$ cat src/rtl/uart_pkg.sv
// Shared UART definitions: FSM states, parity codes and counter sizing.
// Imported by both the TX framer and the planned RX block.
package uart_pkg;

   typedef enum logic [2:0] {
      IDLE,
      START,
      DATA,
      PARITY,
      STOP
   } uart_state_e;

   localparam logic [1:0] PAR_NONE = 2'b00;
   localparam logic [1:0] PAR_EVEN = 2'b01;
   localparam logic [1:0] PAR_ODD  = 2'b10;

   // Width needed for a counter running 0..clks-1 (never narrower than one bit).
   function automatic int unsigned baud_cnt_width(input int unsigned clks);
      int unsigned w;
      w = $clog2(clks);
      return (w < 1) ? 1 : w;
   endfunction

endpackage

$ cat src/rtl/uart_tx_frame_if.sv
// CPU-side write port of the UART transmitter: character enqueue, frame
// configuration and FIFO status.
interface uart_tx_frame_if #(
   parameter int unsigned DATA_BITS = 8,
   parameter int unsigned DEPTH     = 4
) ();

   logic [DATA_BITS-1:0]     i_char;
   logic                     i_write;
   logic [1:0]               i_parity;
   logic                     i_two_stop;
   logic                     o_full;
   logic [$clog2(DEPTH):0]   o_level;

   modport master (
      output i_char, i_write, i_parity, i_two_stop,
      input  o_full, o_level
   );

   modport slave (
      input  i_char, i_write, i_parity, i_two_stop,
      output o_full, o_level
   );

endinterface

$ cat src/rtl/uart_fifo.sv
// Synchronous first-word-fall-through FIFO; rdata always shows the head entry.
// Pushes while full and pops while empty are ignored.
module uart_fifo #(
   parameter int unsigned WIDTH = 8,
   parameter int unsigned DEPTH = 4
) (
   input  logic                   i_clk,
   input  logic                   i_rst_n,
   input  logic                   push,
   input  logic                   pop,
   input  logic [WIDTH-1:0]       wdata,
   output logic [WIDTH-1:0]       rdata,
   output logic                   full,
   output logic                   empty,
   output logic [$clog2(DEPTH):0] level
);

   localparam int unsigned AW = $clog2(DEPTH);

   logic [WIDTH-1:0] mem [DEPTH];
   logic [AW-1:0]    wr_ptr;
   logic [AW-1:0]    rd_ptr;
   logic [AW:0]      count;
   logic             do_push;
   logic             do_pop;

   // full is judged on the pre-edge count, so a push alongside a pop while full is still dropped
   assign do_push = push & ~full;
   assign do_pop  = pop & ~empty;

   always_ff @(posedge i_clk or negedge i_rst_n) begin
      if (!i_rst_n) begin
         wr_ptr <= '0;
         rd_ptr <= '0;
         count  <= '0;
      end else begin
         if (do_push) wr_ptr <= wr_ptr + 1'b1;
         if (do_pop)  rd_ptr <= rd_ptr + 1'b1;
         case ({do_push, do_pop})
            2'b10:   count <= count + 1'b1;
            2'b01:   count <= count - 1'b1;
            default: count <= count;
         endcase
      end
   end

   always_ff @(posedge i_clk) begin
      if (do_push) mem[wr_ptr] <= wdata;
   end

   assign rdata = mem[rd_ptr];
   assign full  = (count == DEPTH[AW:0]);
   assign empty = (count == '0);
   assign level = count;

endmodule

$ cat src/rtl/uart_tx_frame.sv
// FIFO-fed UART transmitter: start, DATA_BITS data bits LSB first, optional
// parity and one or two stop bits; frames run back-to-back while data is queued.
module uart_tx_frame
   import uart_pkg::*;
#(
   parameter int unsigned CLKS_PER_BIT = 434,
   parameter int unsigned DATA_BITS    = 8,
   parameter int unsigned DEPTH        = 4
) (
   input  logic            i_clk,
   input  logic            i_rst_n,
   uart_tx_frame_if.slave  bus,
   output logic            o_tx,
   output logic            o_busy
);

   localparam int unsigned CW = baud_cnt_width(CLKS_PER_BIT);
   localparam int unsigned BW = $clog2(DATA_BITS);
   localparam logic [CW-1:0] BAUD_LAST = CW'(CLKS_PER_BIT - 1);
   localparam logic [BW-1:0] BIT_LAST  = BW'(DATA_BITS - 1);

   uart_state_e            state_q, state_d;
   logic [CW-1:0]          baud_q, baud_d;
   logic [BW-1:0]          bit_q, bit_d;
   logic [DATA_BITS-1:0]   shift_q, shift_d;
   logic                   par_q, par_d;
   logic                   tx_q, tx_d;
   logic [1:0]             cfg_par_q, cfg_par_d;
   logic                   cfg_two_q, cfg_two_d;

   logic                   pop;
   logic                   load;
   logic                   bit_end;
   logic                   par_en;
   logic [DATA_BITS-1:0]   fifo_rdata;
   logic                   fifo_full;
   logic                   fifo_empty;
   logic [$clog2(DEPTH):0] fifo_level;

   uart_fifo #(
      .WIDTH (DATA_BITS),
      .DEPTH (DEPTH)
   ) u_fifo (
      .i_clk   (i_clk),
      .i_rst_n (i_rst_n),
      .push    (bus.i_write),
      .pop     (pop),
      .wdata   (bus.i_char),
      .rdata   (fifo_rdata),
      .full    (fifo_full),
      .empty   (fifo_empty),
      .level   (fifo_level)
   );

   assign bus.o_full  = fifo_full;
   assign bus.o_level = fifo_level;
   assign o_tx        = tx_q;
   assign o_busy      = (state_q != IDLE) | ~fifo_empty;

   assign bit_end = (baud_q == BAUD_LAST);
   assign par_en  = (cfg_par_q == PAR_EVEN) || (cfg_par_q == PAR_ODD);

   always_ff @(posedge i_clk or negedge i_rst_n) begin
      if (!i_rst_n) begin
         state_q   <= IDLE;
         baud_q    <= '0;
         bit_q     <= '0;
         shift_q   <= '0;
         par_q     <= 1'b0;
         tx_q      <= 1'b1;
         cfg_par_q <= PAR_NONE;
         cfg_two_q <= 1'b0;
      end else begin
         state_q   <= state_d;
         baud_q    <= baud_d;
         bit_q     <= bit_d;
         shift_q   <= shift_d;
         par_q     <= par_d;
         tx_q      <= tx_d;
         cfg_par_q <= cfg_par_d;
         cfg_two_q <= cfg_two_d;
      end
   end

   always_comb begin
      state_d   = state_q;
      baud_d    = baud_q;
      bit_d     = bit_q;
      shift_d   = shift_q;
      par_d     = par_q;
      tx_d      = tx_q;
      cfg_par_d = cfg_par_q;
      cfg_two_d = cfg_two_q;
      pop       = 1'b0;
      load      = 1'b0;

      if (state_q != IDLE) baud_d = bit_end ? '0 : baud_q + 1'b1;

      case (state_q)
         IDLE: begin
            if (!fifo_empty) load = 1'b1;
         end
         START: begin
            if (bit_end) begin
               state_d = DATA;
               bit_d   = '0;
               tx_d    = shift_q[0];
               shift_d = shift_q >> 1;
               par_d   = par_q ^ shift_q[0];
            end
         end
         DATA: begin
            if (bit_end) begin
               if (bit_q == BIT_LAST) begin
                  bit_d = '0;
                  if (par_en) begin
                     state_d = PARITY;
                     tx_d    = par_q ^ (cfg_par_q == PAR_ODD);
                  end else begin
                     state_d = STOP;
                     tx_d    = 1'b1;
                  end
               end else begin
                  bit_d   = bit_q + 1'b1;
                  tx_d    = shift_q[0];
                  shift_d = shift_q >> 1;
                  par_d   = par_q ^ shift_q[0];
               end
            end
         end
         PARITY: begin
            if (bit_end) begin
               state_d = STOP;
               bit_d   = '0;
               tx_d    = 1'b1;
            end
         end
         STOP: begin
            // bit_q doubles as the stop-bit index here
            if (bit_end) begin
               if (cfg_two_q && (bit_q == '0)) begin
                  bit_d = BW'(1);
               end else if (!fifo_empty) begin
                  load = 1'b1;
               end else begin
                  state_d = IDLE;
               end
            end
         end
         default: begin
            state_d = IDLE;
            tx_d    = 1'b1;
         end
      endcase

      // Shared frame launch from IDLE and from the last stop bit (back-to-back)
      if (load) begin
         pop       = 1'b1;
         state_d   = START;
         baud_d    = '0;
         shift_d   = fifo_rdata;
         par_d     = 1'b0;
         tx_d      = 1'b0;
         cfg_par_d = bus.i_parity;
         cfg_two_d = bus.i_two_stop;
      end
   end

endmodule

$ cat src/flat_wrapper.sv
// flat-port wrapper written by rule: the top's interface ports become plain ports
module uart_tx_frame_flat import uart_pkg::*;
#(
   parameter int unsigned CLKS_PER_BIT = 434,
   parameter int unsigned DATA_BITS    = 8,
   parameter int unsigned DEPTH        = 4
)
  (i_clk, i_rst_n, o_tx, o_busy, bus_i_char, bus_i_write, bus_i_parity, bus_i_two_stop, bus_o_full, bus_o_level);
  uart_tx_frame_if #(.DATA_BITS(DATA_BITS), .DEPTH(DEPTH)) bus_i ();
  input  logic i_clk;
  input  logic i_rst_n;
  output logic o_tx;
  output logic o_busy;
  input wire logic [$bits(bus_i.i_char)-1:0] bus_i_char;
  input wire logic [$bits(bus_i.i_write)-1:0] bus_i_write;
  input wire logic [$bits(bus_i.i_parity)-1:0] bus_i_parity;
  input wire logic [$bits(bus_i.i_two_stop)-1:0] bus_i_two_stop;
  output wire logic [$bits(bus_i.o_full)-1:0] bus_o_full;
  output wire logic [$bits(bus_i.o_level)-1:0] bus_o_level;
  assign bus_i.i_char = bus_i_char;
  assign bus_i.i_write = bus_i_write;
  assign bus_i.i_parity = bus_i_parity;
  assign bus_i.i_two_stop = bus_i_two_stop;
  assign bus_o_full = bus_i.o_full;
  assign bus_o_level = bus_i.o_level;
  uart_tx_frame #(.CLKS_PER_BIT(CLKS_PER_BIT), .DATA_BITS(DATA_BITS), .DEPTH(DEPTH)) u_core (.i_clk(i_clk), .i_rst_n(i_rst_n), .bus(bus_i), .o_tx(o_tx), .o_busy(o_busy));
endmodule
$ cat config.mk
export PLATFORM = sky130hd
export DESIGN_NAME = uart_tx_frame_flat
export DESIGN_NICKNAME = d
export VERILOG_FILES = /design/src/rtl/uart_pkg.sv /design/src/rtl/uart_tx_frame_if.sv /design/src/rtl/uart_fifo.sv /design/src/rtl/uart_tx_frame.sv /design/src/flat_wrapper.sv
export SDC_FILE = /design/constraint.sdc
export NUM_CORES = 1
export LEC_CHECK = 0
export CAP_MARGIN = 0
export CORE_MARGIN = 2
export CORE_UTILIZATION = 50
export DETAILED_ROUTE_END_ITERATION = 12
export PLACE_DENSITY = 0.69
export SLEW_MARGIN = 20
export SYNTH_ARGS = -nofsm -noshare
export SYNTH_HDL_FRONTEND = slang
export SYNTH_SLANG_ARGS = --single-unit
$ cat constraint.sdc
create_clock -name i_clk -period 3.3 [get_ports i_clk]
set_input_delay 0.66 -clock i_clk [delete_from_list [all_inputs] [get_ports i_clk]]
set_output_delay 0.66 -clock i_clk [all_outputs]
set_load 0.05 [all_outputs]
==> metrics, run 1 <==
outcome=complete, no violations; post-CTS setup buffers=0; routed len/inst=16.32 microns; die area=0.007054 sq mm; Synth top area share=0.3004; Final setup viols=0; Slew @ Worst Pin=786.6 ps; fin nets=289; # clock sinks=67; Worst EP required=2640 ps; Yosys cell types=53; setup TNS=0 ps; DR pass1 iterations=6; period utilisation layout=0.9536; Final Wtd Congestion=0.8536; max frequency=317.8 MHz; TritonCTS buffer count=9; dpl hpwl=3835 microns; row count=29; Post-synth top cells=dfrtp_1, edfxtp_1, nor2_1; Detail Route Antenna Nets=0; worst setup margin=153.1 ps; CTS Hold Bufs=0; first-pass GRT wire length=9735 microns; flops & latches, synth=67; Placeable Area=0.006277 sq mm; Crit Path Max Fanout=11; Via Count=1992; dpl cells=329; Post-Place Setup Slack=540.7 ps; Slew Viols, Final=0; port bufs=19; 1st-iter DRT viols=95; # resized after CTS=0; Synth area leaders=edfxtp_1, dfrtp_1, mux4_2; internal power=2.132 mW; Setup crit end kind=output pin; grt ovf=0; Max Cap Violations=0; Flop pwr share=0.409; post-layout util=0.5884; Filler cells=507; CP Data Arrival Time=2490 ps; unrepaired setup endpoints after global routing=no; min-delay worst type=input port to async pin; Synth async-reset ratio=0.5224; Power per Cell Area=893.7 mW/mm^2; drt drc=0; All-Layer GR Usage=0.1778; clk_skew=7.244 ps; post-synth top area cell=edfxtp_1; share of cells above drive strength 1=0.1754; clock share of power=0.224; Synth Area per Inst=13.50 sq um; # H-tree levels=3; final wirelength=5629 microns; Worst-Skew Late Latency=340 ps; Worst R2R Path Depth=10; # diodes=0; Post-synth EDFFs=32; top-count cell post-synth=dfrtp_1; Peak VDD IR=0.0006551 V; CTS tree=built; final cell count without fillers=345; Setup CP Type=flop to output pin; leakage=1.426 nW; net switching share of the total power=0.3541; Initial Util=0.5097; Final Total Pwr=3.301 mW; DR vias/cell=5.774; logic gate share of total power=0.367; r2r endpoint=u_core.u_fifo.level[2]; RR Startpoint=u_core.baud_q[0]; CTS Buffer Depth=2; largest net degree at the start of global routing=36; die height=83.99 microns; synthesized area=0.003199 sq mm; final hold vios=0; Area after DPL=0.003476 sq mm; r2r setup slk=540 ps; antenna violations before repair=0; Area Growth Syn to Fin=15.45%; Synth warnings=0; vias in the first global route=2032; Seq/Total Area, Yosys=0.5745; Period minus WS final=3147 ps; Synth Flop Type=dfrtp_1; cells after synthesis=237; Rel. slew slack=0.4756; CTS clock-pin slew for the worst setup and hold paths=80 ps; syn_nets=263; P_sw=1.169 mW; I/O pin cnt=20; hold slack final=389.1 ps; final instance area=0.003694 sq mm; die width=83.99 microns; CTS root buf=clkbuf_8; Setup crit start kind=flop
placed cells by master, fill, tap and decap left out, types with 8 or more instances in the layout:
master / count
inv_1: 10
dfrtp_1: 34
mux4_2: 8
edfxtp_1: 32
mux2_2: 9
o21ai_0: 11
ha_1: 11
clkbuf_8: 9
nor2_1: 13
clkdlybuf4s50_1: 18
nand2_1: 11
sequential cells by signal (all words and copies together), names as in the netlist:
register and count:
u_core.baud_q 9, u_core.bit_q 3, u_core.cfg_par_q 2, u_core.cfg_two_q 1, u_core.o_tx 1, u_core.par_q 1, u_core.shift_q 8, u_core.state_q 3
u_core.u_fifo.level 3, u_core.u_fifo.mem 32, u_core.u_fifo.rd_ptr 2, u_core.u_fifo.wr_ptr 2
logic make-up (layout without fill, tap and decap cells):
logic type / after synthesis / after routing / synth area share
flip-flops: 67 / 67 / 0.5745
AND/OR/NAND/NOR: 61 / 61 / 0.1087
AO/OA/AOI/OAI: 41 / 41 / 0.09583
multiplexers: 24 / 24 / 0.1126
buffers and inverters: 20 / 51 / 0.02620
adder cells (fa/ha/maj): 12 / 12 / 0.04928
XOR/XNOR: 12 / 12 / 0.03285
power groups by stage:
stage | Combinational [mW] | Clock (mW) | Sequential [mW]
3_5_place_dp | 1.21 | 0 | 1.37
3_3_place_gp | 1.19 | 0 | 1.36
5_1_grt | 1.34 | 0.791 | 1.39
4_1_cts | 1.22 | 0.757 | 1.35
6_report | 1.21 | 0.741 | 1.35
2_1_floorplan | 0.901 | 0 | 1.34
how the worst max path moves through the flow:
| stage | startpoint | endpoint | slack [ps] |
|---|---|---|---|
| 2_1_floorplan | u_core.u_fifo.level[2] | u_core.u_fifo.level[1] | 40 |
| 5_1_grt | u_core.state_q[2] | o_busy | 50 |
| 3_5_place_dp | u_core.state_q[2] | o_busy | 540 |
| 4_1_cts | u_core.state_q[2] | o_busy | 160 |
| 6_report | u_core.state_q[2] | o_busy | 150 |
| 3_3_place_gp | u_core.state_q[2] | o_busy | 570 |
layout make-up:
type | instances | area [sq um] | share of cell area
multi-input combinational | 150 | 1277 | 0.3459
inverter | 11 | 41.29 | 0.01118
timing repair buffer | 24 | 222.7 | 0.06030
tap | 77 | 96.34 | 0.02608
clock inverter | 6 | 90.09 | 0.02439
clock buffer | 10 | 127.6 | 0.03455
sequential | 67 | 1838 | 0.4976
layer usage:
| layer | share of wire | vias to the layer above | track usage |
|---|---|---|---|
| met5 | 0 | - | 0 |
| met4 | 0.012 | 0 | 0.07918 |
| met3 | 0.034 | 6 | 0.03561 |
| met2 | 0.47 | 41 | 0.2647 |
| met1 | 0.49 | 999 | 0.2545 |
| li1 | - | 946 | - |
critical path, cell delays in order, from the launching register on:
cell             delay (ps)
dfrtp_1                 510
or3_1                   580
nor2_1                  290
inv_1                    70
clkdlybuf4s50_1         700
No activity file was read; power rests on OpenSTA's default activity.
==> run 2, diff against run 1 <==
--- a/config.mk
+++ b/config.mk
@@ -6,8 +6,8 @@
 export NUM_CORES = 1
 export LEC_CHECK = 0
 export CAP_MARGIN = 0
-export CORE_MARGIN = 2
 export CORE_UTILIZATION = 50
+export CTS_BUF_LIST = sky130_fd_sc_hd__clkbuf_2
 export DETAILED_ROUTE_END_ITERATION = 12
 export PLACE_DENSITY = 0.69
 export SLEW_MARGIN = 20
==> metrics, run 2 (same netlist as run 1, synthesis figures left out) <==
Setup crit start kind=flop (unchanged); CTS Hold Bufs=0 (unchanged); unrepaired setup endpoints after global routing=no (unchanged); Power per Cell Area=845.9 mW/mm^2 (was 893.7 mW/mm^2); die area=0.006722 sq mm (was 0.007054 sq mm); Final setup viols=0 (unchanged); Setup crit end kind=output pin (unchanged); top flop regs=u_core.u_fifo.mem: 32 flops, u_core.baud_q: 9 flops, u_core.shift_q: 8 flops (unchanged); share of cells above drive strength 1=0.1723 (was 0.1754); first-pass GRT wire length=9246 microns (was 9735 microns); All-Layer GR Usage=0.1920 (was 0.1778); post-CTS setup buffers=0 (unchanged); Placeable Area=0.006061 sq mm (was 0.006277 sq mm); max frequency=330.6 MHz (was 317.8 MHz); Detail Route Antenna Nets=0 (unchanged); dpl hpwl=3936 microns (was 3835 microns); r2r endpoint=u_core.u_fifo.level[2] (unchanged); min-delay worst type=input port to async pin (unchanged); die height=81.99 microns (was 83.99 microns); Worst-Skew Late Latency=500 ps (was 340 ps); largest reg by FF count=u_core.u_fifo.mem (unchanged); Setup CP Type=flop to output pin (unchanged); 1st-iter DRT viols=88 (was 95); Area after DPL=0.003471 sq mm (was 0.003476 sq mm); Filler cells=495 (was 507); Slew @ Worst Pin=576.7 ps (was 786.6 ps); vias in the first global route=1876 (was 2032); TritonCTS buffer count=9 (unchanged); final hold vios=0 (unchanged); Slew Viols, Final=0 (unchanged); die width=81.99 microns (was 83.99 microns); setup TNS=0 ps (unchanged); Rel. slew slack=0.6155 (was 0.4756); final wirelength=5629 microns (unchanged); Initial Util=0.5279 (was 0.5097); CTS root buf=clkbuf_2 (was clkbuf_8); largest net degree at the start of global routing=36 (unchanged); CP Data Arrival Time=2370 ps (was 2490 ps); routed len/inst=16.46 microns (was 16.32 microns); most common cell after layout, fill and taps aside=dfrtp_1 (unchanged); # H-tree levels=3 (unchanged); port bufs=19 (unchanged); grt ovf=0 (unchanged); Final Wtd Congestion=0.8243 (was 0.8536); drt drc=0 (unchanged); DR pass1 iterations=4 (was 6); r2r setup slk=590 ps (was 540 ps); RR Startpoint=u_core.baud_q[0] (unchanged); outcome=complete, no violations (unchanged); DR vias/cell=5.722 (was 5.774); clk_skew=17.70 ps (was 7.244 ps); CTS clock-pin slew for the worst setup and hold paths=200 ps (was 80 ps); leakage=1.384 nW (was 1.426 nW); # diodes=0 (unchanged); Worst R2R Path Depth=10 (unchanged); Max Cap Violations=0 (unchanged); Period minus WS final=3025 ps (was 3147 ps); CTS tree=built (unchanged); fin nets=288 (was 289); CTS Buffer Depth=2 (unchanged); hold slack final=537.7 ps (was 389.1 ps); row count=28 (was 29); final instance area=0.003597 sq mm (was 0.003694 sq mm); Crit Path Max Fanout=11 (unchanged); max reg flops=32 (unchanged); # clock sinks=67 (unchanged); # resized after CTS=1 (was 0); most frequent cells in the layout=dfrtp_1, edfxtp_1, clkdlybuf4s50_1, nor2_1 (unchanged); Peak VDD IR=0.0005753 V (was 0.0006551 V); Via Count=1957 (was 1992); Area Growth Syn to Fin=12.44% (was 15.45%); period utilisation layout=0.9167 (was 0.9536); antenna violations before repair=0 (unchanged); I/O pin cnt=20 (unchanged); Worst EP required=2640 ps (about the same)
==> run 2: changes by cell type in the layout (fill, tap and decap cells not counted), sizes merged <==
| cell | previous run | this run |
|---|---|---|
| bufinv | 2 | 1 |
| dlygate4sd2 | 0 | 1 |
| buf | 6 | 4 |
| clkinvlp | 1 | 2 |
| clkinv | 4 | 1 |
| clkbuf | 10 | 9 |
| inv | 10 | 14 |
==> run 2: where the power goes <==
part,total [mW],leakage (nW),internal (mW),switching [mW]
logic,1.15,0.584,0.554,0.596
registers,1.37,0.729,1.13,0.245
clock network,0.518,0.0715,0.188,0.330
==> run 2: worst max-delay path: stages (launching register included) <==
cell and delay (ps):
dfrtp_1 550, or3_1 560, nor2_1 290, inv_1 60
dlygate4sd2_1 420
==> run 2: area by class of cell <==
| type | count | area [sq um] | area share |
|---|---|---|---|
| sequential | 67 | 1838 | 0.5110 |
| multi-input combinational | 150 | 1277 | 0.3551 |
| timing repair buffer | 23 | 219.0 | 0.06087 |
| tap | 75 | 93.84 | 0.02609 |
| clock inverter | 7 | 82.58 | 0.02296 |
| clock buffer | 9 | 45.04 | 0.01252 |
| inverter | 11 | 41.29 | 0.01148 |
==> run 2: stage by stage <==
| step | instances | utilization | setup WS (ps) | power [mW] |
|---|---|---|---|---|
| after floorplan | 237 | - | 36.49 | 2.245 |
| after global placement | 326 | 0.5727 | 566.1 | 2.526 |
| after detailed placement | 326 | 0.5727 | 551.1 | 2.557 |
| after CTS | 342 | 0.5935 | 250.9 | 3.074 |
| after global routing | 342 | 0.5935 | 124.8 | 3.257 |
| final | 342 | 0.5935 | 274.9 | 3.043 |
==> run 2: how the worst max path moves through the flow <==
stage,startpoint,slack (ps),cells after the start,end
floorplan,u_core.u_fifo.level[2],40,7,u_core.u_fifo.level[1]
global placement,u_core.state_q[2],570,4,o_busy
detailed placement,u_core.state_q[2],550,4,o_busy
CTS,u_core.state_q[2],250,4,o_busy
global route,u_core.state_q[2],120,4,o_busy
finish,u_core.state_q[2],270,4,o_busy
==> run 2: per-layer routing <==
layer,track usage,share of wire,vias up
met5,0,0,-
met4,0.08070,0.019,0
met3,0.05000,0.035,10
met2,0.2802,0.45,30
met1,0.2711,0.49,976
li1,-,-,941
==> run 3, diff against run 2 <==
--- a/config.mk
+++ b/config.mk
@@ -5,11 +5,14 @@
 export SDC_FILE = /design/constraint.sdc
 export NUM_CORES = 1
 export LEC_CHECK = 0
+export ABC_CLOCK_PERIOD_IN_PS = 3300
 export CAP_MARGIN = 0
 export CORE_UTILIZATION = 50
 export CTS_BUF_LIST = sky130_fd_sc_hd__clkbuf_2
+export CTS_CLUSTER_SIZE = 20
 export DETAILED_ROUTE_END_ITERATION = 12
 export PLACE_DENSITY = 0.69
+export SETUP_SLACK_MARGIN = 0.02
 export SLEW_MARGIN = 20
 export SYNTH_ARGS = -nofsm -noshare
 export SYNTH_HDL_FRONTEND = slang
==> results of run 3 <==
The final DEF is identical to that of run 2; final timing and power are the same.
